`src/rtl/pwm_example_pkg.sv`:
```
// Shared constants and types for the pwm_example PWM generator.
// Optional status outputs are enabled by defining PWM_STATUS_EN.
package pwm_example_pkg;

    localparam int PHASE_BITS = 4;
    localparam int DIV_BITS   = 12;
    localparam int PHASE_MAX  = (1 << PHASE_BITS) - 1;

    typedef logic [PHASE_BITS-1:0] phase_t;
    typedef logic [DIV_BITS-1:0]   div_t;

endpackage

```
`src/rtl/pwm_prescaler.sv`:
```
// Step-rate prescaler: emits a one-clock tick every (divider + 1) enabled clocks.
// The divider is live; ">=" lets a smaller value end the current count at once.
module pwm_prescaler
    import pwm_example_pkg::*;
(
    input  logic clk,
    input  logic rst,
    input  logic ena,
    input  div_t divider,
    output logic tick
);

    div_t pre_reg;
    div_t pre_next;
    logic wrap;

    always_comb begin
        wrap     = (pre_reg >= divider);
        tick     = ena & wrap;
        pre_next = pre_reg;
        if (ena) begin
            pre_next = wrap ? '0 : pre_reg + div_t'(1);
        end
    end

    always_ff @(posedge clk or posedge rst) begin
        if (rst) begin
            pre_reg <= '0;
        end else begin
            pre_reg <= pre_next;
        end
    end

endmodule

```
`src/rtl/pwm_example.sv`:
```
// Tiny-Tapeout style 16-level PWM top: phase counter, period-boundary duty latch, pins.
// Define PWM_STATUS_EN to expose phase and tick on uo_out[4:0].
module pwm_example
    import pwm_example_pkg::*;
(
    input  logic       clk,
    input  logic       rst_n,
    input  logic       ena,
    input  logic [7:0] ui_in,
    input  logic [7:0] uio_in,
    output logic [7:0] uo_out,
    output logic [7:0] uio_out,
    output logic [7:0] uio_oe
);

    // rst_n is active-high despite its name.
    div_t   divider;
    logic   tick;
    logic   pwm;
    phase_t phase_reg;
    phase_t phase_next;
    phase_t duty_q_reg;
    phase_t duty_q_next;

    assign divider = {ui_in, uio_in[3:0]};

    pwm_prescaler u_prescaler (
        .clk     (clk),
        .rst     (rst_n),
        .ena     (ena),
        .divider (divider),
        .tick    (tick)
    );

    // Duty is captured only as the phase wraps, so every period is whole.
    always_comb begin
        phase_next  = phase_reg;
        duty_q_next = duty_q_reg;
        if (tick) begin
            phase_next = phase_reg + phase_t'(1);
            if (phase_reg == phase_t'(PHASE_MAX)) begin
                duty_q_next = uio_in[7:4];
            end
        end
    end

    always_ff @(posedge clk or posedge rst_n) begin
        if (rst_n) begin
            phase_reg  <= '0;
            duty_q_reg <= '0;
        end else begin
            phase_reg  <= phase_next;
            duty_q_reg <= duty_q_next;
        end
    end

    assign pwm = ena & (phase_reg < duty_q_reg);

`ifdef PWM_STATUS_EN
    assign uo_out = {pwm, 2'b00, tick, phase_reg};
`else
    assign uo_out = {pwm, 7'b0};
`endif

    assign uio_out = 8'h00;
    assign uio_oe  = 8'h00;

endmodule

```
`config.mk`:
```
export PLATFORM = sky130hd
export DESIGN_NAME = pwm_example
export DESIGN_NICKNAME = d
export VERILOG_FILES = /design/src/rtl/pwm_example_pkg.sv /design/src/rtl/pwm_prescaler.sv /design/src/rtl/pwm_example.sv
export SDC_FILE = /design/constraint.sdc
export NUM_CORES = 1
export LEC_CHECK = 0
export BUFFER_PORTS_ARGS = -buffer_cell sky130_fd_sc_hd__buf_2
export CORE_MARGIN = 2
export CORE_UTILIZATION = 40
export CTS_CLUSTER_SIZE = 40
export DETAILED_ROUTE_END_ITERATION = 12
export GPL_ROUTABILITY_DRIVEN = 0
export PLACE_DENSITY_LB_ADDON = 0.15
export SYNTH_ARGS = -nofsm -noshare
export SYNTH_HDL_FRONTEND = slang
export SYNTH_SLANG_ARGS = --single-unit
```
`constraint.sdc`:
```
create_clock -name clk -period 2.35 [get_ports clk]
set_input_delay 0.3525 -clock clk [delete_from_list [all_inputs] [get_ports clk]]
set_output_delay 0.3525 -clock clk [all_outputs]
set_load 0.005 [all_outputs]
```
# After elaboration in Yosys (flattened, before gate mapping)
# Index checks and enable logic that the tools add are counted.
# W data, S select, Z words.
dict set report totals {
  ff_bits 20
  in_bits 19
  out_inout_bits 24
  elab_cells 12
}
dict set report op_classes {
  n_addsub 2
  magnitude_cmp 2
  eq_ne 1
  n_mux 1
  n_bitwise 2
  reduce_logical 1
}
# op n
set op_table {}
lappend op_table {{$add A12 B1 Y12 const B} 1}
lappend op_table {{$ge A12 B12 Y1} 1}
lappend op_table {{$mux W12} 1}
lappend op_table {{$add A4 B1 Y4 const B} 1}
lappend op_table {{$eq A4 B4 Y1 const B} 1}
lappend op_table {{$lt A4 B4 Y1} 1}
lappend op_table {{$and A1 B1 Y1} 2}
lappend op_table {{$reduce_and A2 Y1} 1}

# Depth between registers and ports, before layout
# Gate-level depths: netlist (run 1).
dict set report logic_depth {
  depth_word 3
  depth_mapped 9
  ltp_nobuf 7
}

# Cells and area by module
# From an unflattened synthesis (run 1), not the netlist that was laid out.
dict set report hier_totals {
  cells_unflattened 166
  hier_area_um2 1508.9
}
# mod instances cells_per_inst area_per_inst_um2 seq_area_each_um2
set modules_own_cells {}
lappend modules_own_cells {pwm_prescaler 1 107 915.9 300.3}
lappend modules_own_cells {pwm_example 1 59 593.1 200.2}

# Least setup slack after synthesis (run 1)
# No wires, ideal clock.
dict set report synth_timing {
  kind {reg-to-reg}
  from {register u_prescaler.pre_reg[9]}
  to {register duty_q_reg[0]}
  setup_ps 125
  arrival_ps 2025
  t_required_ps 2225
  path_slack_ps 200
  path_stages_with_launch 7
  n_path_buf 1
  synth_period_minus_slack_ps 2150
  cell_sequence {dfrtp_1 ha_1 nand4_1 or4_1 buf_6 a21oi_4 mux2_4}
}
dict set report synth_via {
  elab_chain_cells 3
}
# element line
set synth_rtl {}
lappend synth_rtl {{start: declaration} pwm_prescaler.sv:13} ;# div_t pre_reg;
lappend synth_rtl {{start signal: assignment} pwm_prescaler.sv:30} ;# pre_reg <= pre_next;
lappend synth_rtl {{$ge A12 B12 Y1} pwm_prescaler.sv:18} ;# wrap = (pre_reg >= divider);
lappend synth_rtl {{$and A1 B1 Y1} pwm_prescaler.sv:19} ;# tick = ena & wrap;
lappend synth_rtl {{$reduce_and A2 Y1 (no source line)} -}
lappend synth_rtl {{end signal: assignment} pwm_example.sv:53} ;# duty_q_reg <= duty_q_next;
lappend synth_rtl {{end: declaration} pwm_example.sv:22} ;# phase_t duty_q_reg;
# Every way passes these cells.
# A chain may end at the register's enable or synchronous reset.

# Worst setup path in the final report (run 1)
dict set report layout_timing {
  from {register u_prescaler.pre_reg[11]}
  to {register duty_q_reg[2]}
}
# Same word-level chain as after synthesis.

==> results_dict.tcl, run 1 <==
set metrics [dict create \
    status "finished, final reports clean" \
    core_um2 3660 \
    cp_data_arrival_time_ns 2.33 \
    crit_chain "ha_1, nand4_1, or4_4, a21oi_4, mux2_4" \
    antenna_found_initial 0 \
    critPathMaxFanout 4 \
    hold_viol 0 \
    whs_ns 0.229 \
    core.rowCount 22 \
    synth.top_cell.area_share_pct 33.1 \
    r2r-end "duty_q_reg[2]$_DFFE_PP0P_" \
    wl_um 2570 \
    p_int_w 0.000639 \
    slowest_delay_ns 0.62 \
    overflow 0 \
    fillers 384 \
    hpwl_um 2090 \
    cts_sinks 20 \
    syn_area_um2 1510 \
    numCtsBuffers 3 \
    syn_inst 157 \
    die-area_um2 4290 \
    wire_per_inst_um 11.3 \
    die-width_um 65.5 \
    critical-path-top-delay-family "simple AND/OR/NAND/NOR gates" \
    drtIter0Drc 17 \
    cp_slowest_cell "or4_4" \
    leakage_nw 0.868 \
    cts_tree "built" \
    regArea_um2 500 \
    cts-root-buf "clkbuf_8" \
    dr_total_vias 1012 \
    area_growth_pct 8.35 \
    post-route-period-util_pct 93.1 \
    period_needed_ns 2.19 \
    die_h_um 65.5 \
    grt_pass1_vias 1034 \
    crit_type "flip-flop to flip-flop" \
    switching_power_w 0.000280 \
    start_util_pct 41.4 \
    timing.fmax_ghz 0.457 \
    rr_startpoint "u_prescaler.pre_reg[11]$_DFFE_PP0P_" \
    combPwrFrac_pct 23.4 \
    syn_avg_cell_area_um2 9.64 \
    rsz0062_at_grt "false" \
    ys_warn_count 0 \
    synth_top_area_cell "dfrtp_1" \
    io_pins 43 \
    cts_max_level 1 \
    fin_util_pct 44.8 \
    grt_pass1_wl_um 4320 \
    worst_pin_slew_ns 0.786 \
    r2r_cells 5 \
    fin_nets 217 \
    final_layout_size_suffix_gt1_share_pct 21.1 \
    fin_skew_ns 0.00421 \
    seqPwrFrac_pct 47.9 \
    setup_viol 0 \
    first_pass_iters 4 \
    power_density_nw_per_um2 560 \
    netSwitchingFraction_pct 30.5 \
    ys_top_cells_by_count "24 x buf_4, 20 x dfrtp_1, 20 x inv_1, 17 x ha_1, 13 x nor2_1" \
    synth-edff-count 0 \
    seq_area_frac_synth_pct 33.1 \
    cts_resized 0 \
    ff2ff_setup_slack_ns 0.16 \
    cts.clk_slew.worst_paths_ns 0.07 \
    path_buf_inv 0 \
    maxSlewHeadroom_pct 47.5 \
    insertion_delay_ns 0.26 \
    synth_cell_types 33 \
    largest_reg_flops 12 \
    max_cap_viol_count 0 \
    ant_nets 0 \
    port_buffers 19 \
    hp-class "input pin to async pin" \
    ys_async_sr_fraction_pct 100 \
    synth.area.top_cells "dfrtp_1 33%, ha_1 14%, buf_4 12%" \
    ys.flop_type "dfrtp_1" \
    pwr-share-clk_pct 28.7 \
    crit_required_ns 2.49 \
    clock_path_buffers 2 \
    vdd_ir_drop_max_v 0.000176 \
    ctsHoldBuffers 0 \
    slew_viol_final 0 \
    ys_ff_latch 20 \
    end_kind "flip-flop" \
    antenna_cells 0 \
    tns_ns 0 \
    multi_input_area_um2 825 \
    grtUsageTotal_pct 13.2 \
    synth_most_common_cell "buf_4" \
    via_per_inst 4.44 \
    cp-start-kind "flip-flop" \
    cts_setup_buffers 0 \
    drc 0 \
    grt_max_degree 21 \
]
## power groups by stage
stage / combinational [W] / clock [W] / sequential [W]
6_report: 0.000215 / 0.000264 / 0.000440
3_5_place_dp: 0.000214 / 0 / 0.000448
3_3_place_gp: 0.000203 / 0 / 0.000445
4_1_cts: 0.000215 / 0.000272 / 0.000441
5_1_grt: 0.000252 / 0.000284 / 0.000446
2_1_floorplan: 0.000172 / 0 / 0.000438
## worst max-delay path by stage
| stage | from | to | slack (ns) | cells after the start |
|---|---|---|---|---|
| 3_5_place_dp | ui_in[7] | duty_q_reg[2]$_DFFE_PP0P_ | -0.02 | 7 |
| 2_1_floorplan | u_prescaler.pre_reg[9]$_DFFE_PP0P_ | duty_q_reg[0]$_DFFE_PP0P_ | 0.20 | 6 |
| 4_1_cts | u_prescaler.pre_reg[11]$_DFFE_PP0P_ | duty_q_reg[2]$_DFFE_PP0P_ | 0.05 | 5 |
| 3_3_place_gp | ui_in[7] | duty_q_reg[3]$_DFFE_PP0P_ | 0.04 | 7 |
| 6_report | u_prescaler.pre_reg[11]$_DFFE_PP0P_ | duty_q_reg[2]$_DFFE_PP0P_ | 0.16 | 5 |
| 5_1_grt | u_prescaler.pre_reg[0]$_DFFE_PP0P_ | phase_reg[2]$_DFFE_PP0P_ | 0.07 | 8 |
## worst reg2reg max path: cells and delay by family (launching register included)
family	cells	cell delay (ns)
flip-flops	1	0.40
AND/OR/NAND/NOR	2	0.77
adder cells (fa/ha/maj)	1	0.32
multiplexers	1	0.33
AO/OA/AOI/OAI	1	0.27
## layout by cell type, fill, tap and decap left out, types with 2 or more instances in the layout
cell type,count
a211oi_2,2
inv_1,20
a21oi_1,4
nor2_1,12
a21oi_4,2
nand2_1,7
nand3_1,5
nand2b_1,2
nor3_1,2
buf_4,4
xnor2_1,4
clkbuf_8,4
a21o_1,2
nand4_1,5
xor2_1,7
conb_1,23
mux2_4,4
ha_1,17
buf_2,19
dfrtp_1,20
## cells by family after synthesis
| group | after synthesis | synth area share [%] |
|---|---|---|
| fa+ha+maj | 17 | 14.0 |
| simple gates | 37 | 11.7 |
| flops | 20 | 33.1 |
| mux | 5 | 4.71 |
| other cells | 1 | 0.248 |
| buf+inv | 46 | 18.3 |
| xor+xnor | 12 | 7.44 |
| compound gates | 19 | 10.5 |
## cell type report
cell class / instances / share of cell area [%]
inverter: 20 / 4.58
clock buffer: 4 / 3.36
multi-input combinational: 113 / 50.3
timing repair buffer: 23 / 7.63
sequential: 20 / 30.5
tap: 48 / 3.66
## through the flow
stage	cell area, µm²	total power, W	cells	worst slack (ns)
2_1_floorplan	1600	0.000609	179	0.200
3_3_place_gp	1580	0.000648	224	0.0359
3_5_place_dp	1580	0.000661	224	-0.0164
4_1_cts	1630	0.000928	228	0.0495
5_1_grt	1640	0.000982	228	0.0741
6_report	1640	0.000919	228	0.162
## metal layers
metal | part of all wire, % | up-vias | GRT usage, % | wire (µm)
met5 | 0 | - | 0 | 0
met4 | 1.9 | 0 | 6.25 | 48
met3 | 4.2 | 5 | 2.05 | 109
met2 | 47 | 27 | 23.2 | 1210
met1 | 47 | 459 | 15.7 | 1200
li1 | - | 521 | - | -
Power figures use the tool's default switching activity.
==> inputs of run 2 (changes only) <==
--- a/config.mk
+++ b/config.mk
@@ -5,7 +5,9 @@
 export SDC_FILE = /design/constraint.sdc
 export NUM_CORES = 1
 export LEC_CHECK = 0
+export ABC_CLOCK_PERIOD_IN_PS = 2350
 export BUFFER_PORTS_ARGS = -buffer_cell sky130_fd_sc_hd__buf_2
+export CORE_ASPECT_RATIO = 2
 export CORE_MARGIN = 2
 export CORE_UTILIZATION = 40
 export CTS_CLUSTER_SIZE = 40
==> run 2 against run 1 <==
Clock-buffer cell count fell by 1. Critical path type unchanged. Highest routed layer unchanged. Total power rose by 9.6%. Register-to-register slack got worse by 0.03 ns. First-iteration DRC count fell by 47%. Worst hold slack got worse by 0.00071 ns. Maximum frequency fell by 1.2%. Non-clock buffer count rose by 2. Via count rose by 4.8%. Clock power rose by 29%. Critical endpoint is now duty_q_reg[3]$_DFFE_PP0P_.
==> results_dict.tcl, run 2 (synthesized netlist as in run 1, its figures left out) <==
set metrics [dict create \
    worst_pin_slew_ns 0.786 \
    grtUsageTotal_pct 13.9 \
    netSwitchingFraction_pct 27.8 \
    timing.fmax_ghz 0.451 \
    pwr-share-clk_pct 33.8 \
    max_cap_viol_count 0 \
    grt_max_degree 21 \
    die-width_um 47.5 \
    cts_tree "built" \
    wire_per_inst_um 11.7 \
    area_growth_pct 11.2 \
    port_buffers 19 \
    setup_viol 0 \
    status "finished, final reports clean" \
    via_per_inst 4.59 \
    cts_setup_buffers 0 \
    power_density_nw_per_um2 599 \
    ant_nets 0 \
    hold_viol 0 \
    cts_resized 0 \
    clock_path_buffers 2 \
    p_int_w 0.000727 \
    seqPwrFrac_pct 43.4 \
    switching_power_w 0.000280 \
    wl_um 2710 \
    overflow 0 \
    crit_chain "ha_1, nand4_1, or4_4, a21oi_4, mux2_4" \
    numCtsBuffers 3 \
    core_um2 3610 \
    cp-start-kind "flip-flop" \
    cts.clk_slew.worst_paths_ns 0.08 \
    vdd_ir_drop_max_v 0.000440 \
    dr_total_vias 1061 \
    largest_reg_flops 12 \
    hpwl_um 2320 \
    critPathMaxFanout 4 \
    rsz0062_at_grt "false" \
    die-area_um2 4320 \
    fin_nets 219 \
    end_kind "flip-flop" \
    maxSlewHeadroom_pct 47.5 \
    final_cell_mix "23 x conb_1, 20 x inv_1, 20 x dfrtp_1" \
    cp_slowest_cell "or4_4" \
    start_util_pct 42.0 \
    post-route-period-util_pct 94.2 \
    crit_required_ns 2.50 \
    crit_type "flip-flop to flip-flop" \
    drtIter0Drc 9 \
    cts-root-buf "clkbuf_8" \
    period_needed_ns 2.21 \
    ctsHoldBuffers 0 \
    final_layout_size_suffix_gt1_share_pct 21.4 \
    fin_cells 231 \
    dp.cells 227 \
    antenna_found_initial 0 \
    combPwrFrac_pct 22.7 \
    antenna_cells 0 \
    die_h_um 91.0 \
    grt_pass1_vias 1062 \
    fin_skew_ns 0.00639 \
    first_pass_iters 4 \
    slowest_delay_ns 0.62 \
    drc 0 \
    final_common_cell "conb_1" \
    leakage_nw 0.885 \
    cp_data_arrival_time_ns 2.36 \
    cts_sinks 20 \
    hp-class "input pin to async pin" \
    slew_viol_final 0 \
    grt_pass1_wl_um 4500 \
    cts_max_level 1 \
    core.rowCount 31 \
    r2r_cells 5 \
    io_pins 43 \
    insertion_delay_ns 0.26 \
    fin_util_pct 46.7 \
    p_total_w 0.00101 \
]
run 2: changes by cell type in the layout (fill, tap and decap cells not counted):
cell / previous run / this run
buf_12: 0 / 1
buf_4: 4 / 5
clkbuf_8: 4 / 3
nor2_1: 12 / 13
nor2_2: 1 / 0
bufinv_16: 0 / 1
run 2: worst paths after layout:
kind	startpoint	to	slack, ns
setup / recovery	u_prescaler.pre_reg[9]$_DFFE_PP0P_	duty_q_reg[3]$_DFFE_PP0P_	0.14
hold / removal	rst_n	phase_reg[0]$_DFFE_PP0P_	0.23
setup reg to reg	u_prescaler.pre_reg[9]$_DFFE_PP0P_	duty_q_reg[3]$_DFFE_PP0P_	0.14
hold reg to reg	phase_reg[3]$_DFFE_PP0P_	phase_reg[3]$_DFFE_PP0P_	0.50
max in group asynchronous	rst_n	u_prescaler.pre_reg[3]$_DFFE_PP0P_	1.62
min in group clk	uio_in[5]	duty_q_reg[1]$_DFFE_PP0P_	0.32
run 2: layer usage:
| metal | global-route usage, % | share of wire, % |
|---|---|---|
| met2 | 25.2 | 59 |
| met1 | 15.5 | 37 |
| met3 | 1.19 | 2.8 |
| met4 | 4.86 | 0.85 |
| met5 | 0 | 0 |
run 2: power groups by stage:
stage	clock [W]	combinational (W)	sequential, W
final	0.000341	0.000229	0.000438
after detailed placement	0	0.000229	0.000443
after CTS	0.000350	0.000232	0.000437
after global routing	0.000363	0.000271	0.000443
after floorplan	0	0.000172	0.000438
after global placement	0	0.000222	0.000442
run 2: area by class of cell:
| cell class | count | area (µm²) |
|---|---|---|
| well taps | 49 | 61.3 |
| clock buffers | 3 | 41.3 |
| repair buffers | 25 | 153 |
| multi-input cells | 113 | 822 |
| clock inverters | 1 | 30.0 |
| inverters | 20 | 75.1 |
| fillers | 378 | 1920 |
| flip-flops and latches | 20 | 500 |
run 2: stage by stage:
stage	cell area [µm²]	setup WS, ns	setup TNS [ns]	hold slack, ns
2_1_floorplan	1600	0.200	0	0.316
3_3_place_gp	1610	-0.00281	-0.0109	0.492
3_5_place_dp	1610	-0.0386	-0.127	0.495
4_1_cts	1680	0.00335	0	0.255
5_1_grt	1680	0.0268	0	0.279
6_report	1680	0.135	0	0.228
run 2: worst max-delay path: cells and delay by family (launching register included):
family / cells / cell delay [ns]
simple gates: 2 / 0.77
flops: 1 / 0.42
mux: 1 / 0.33
fa+ha+maj: 1 / 0.31
compound gates: 1 / 0.27
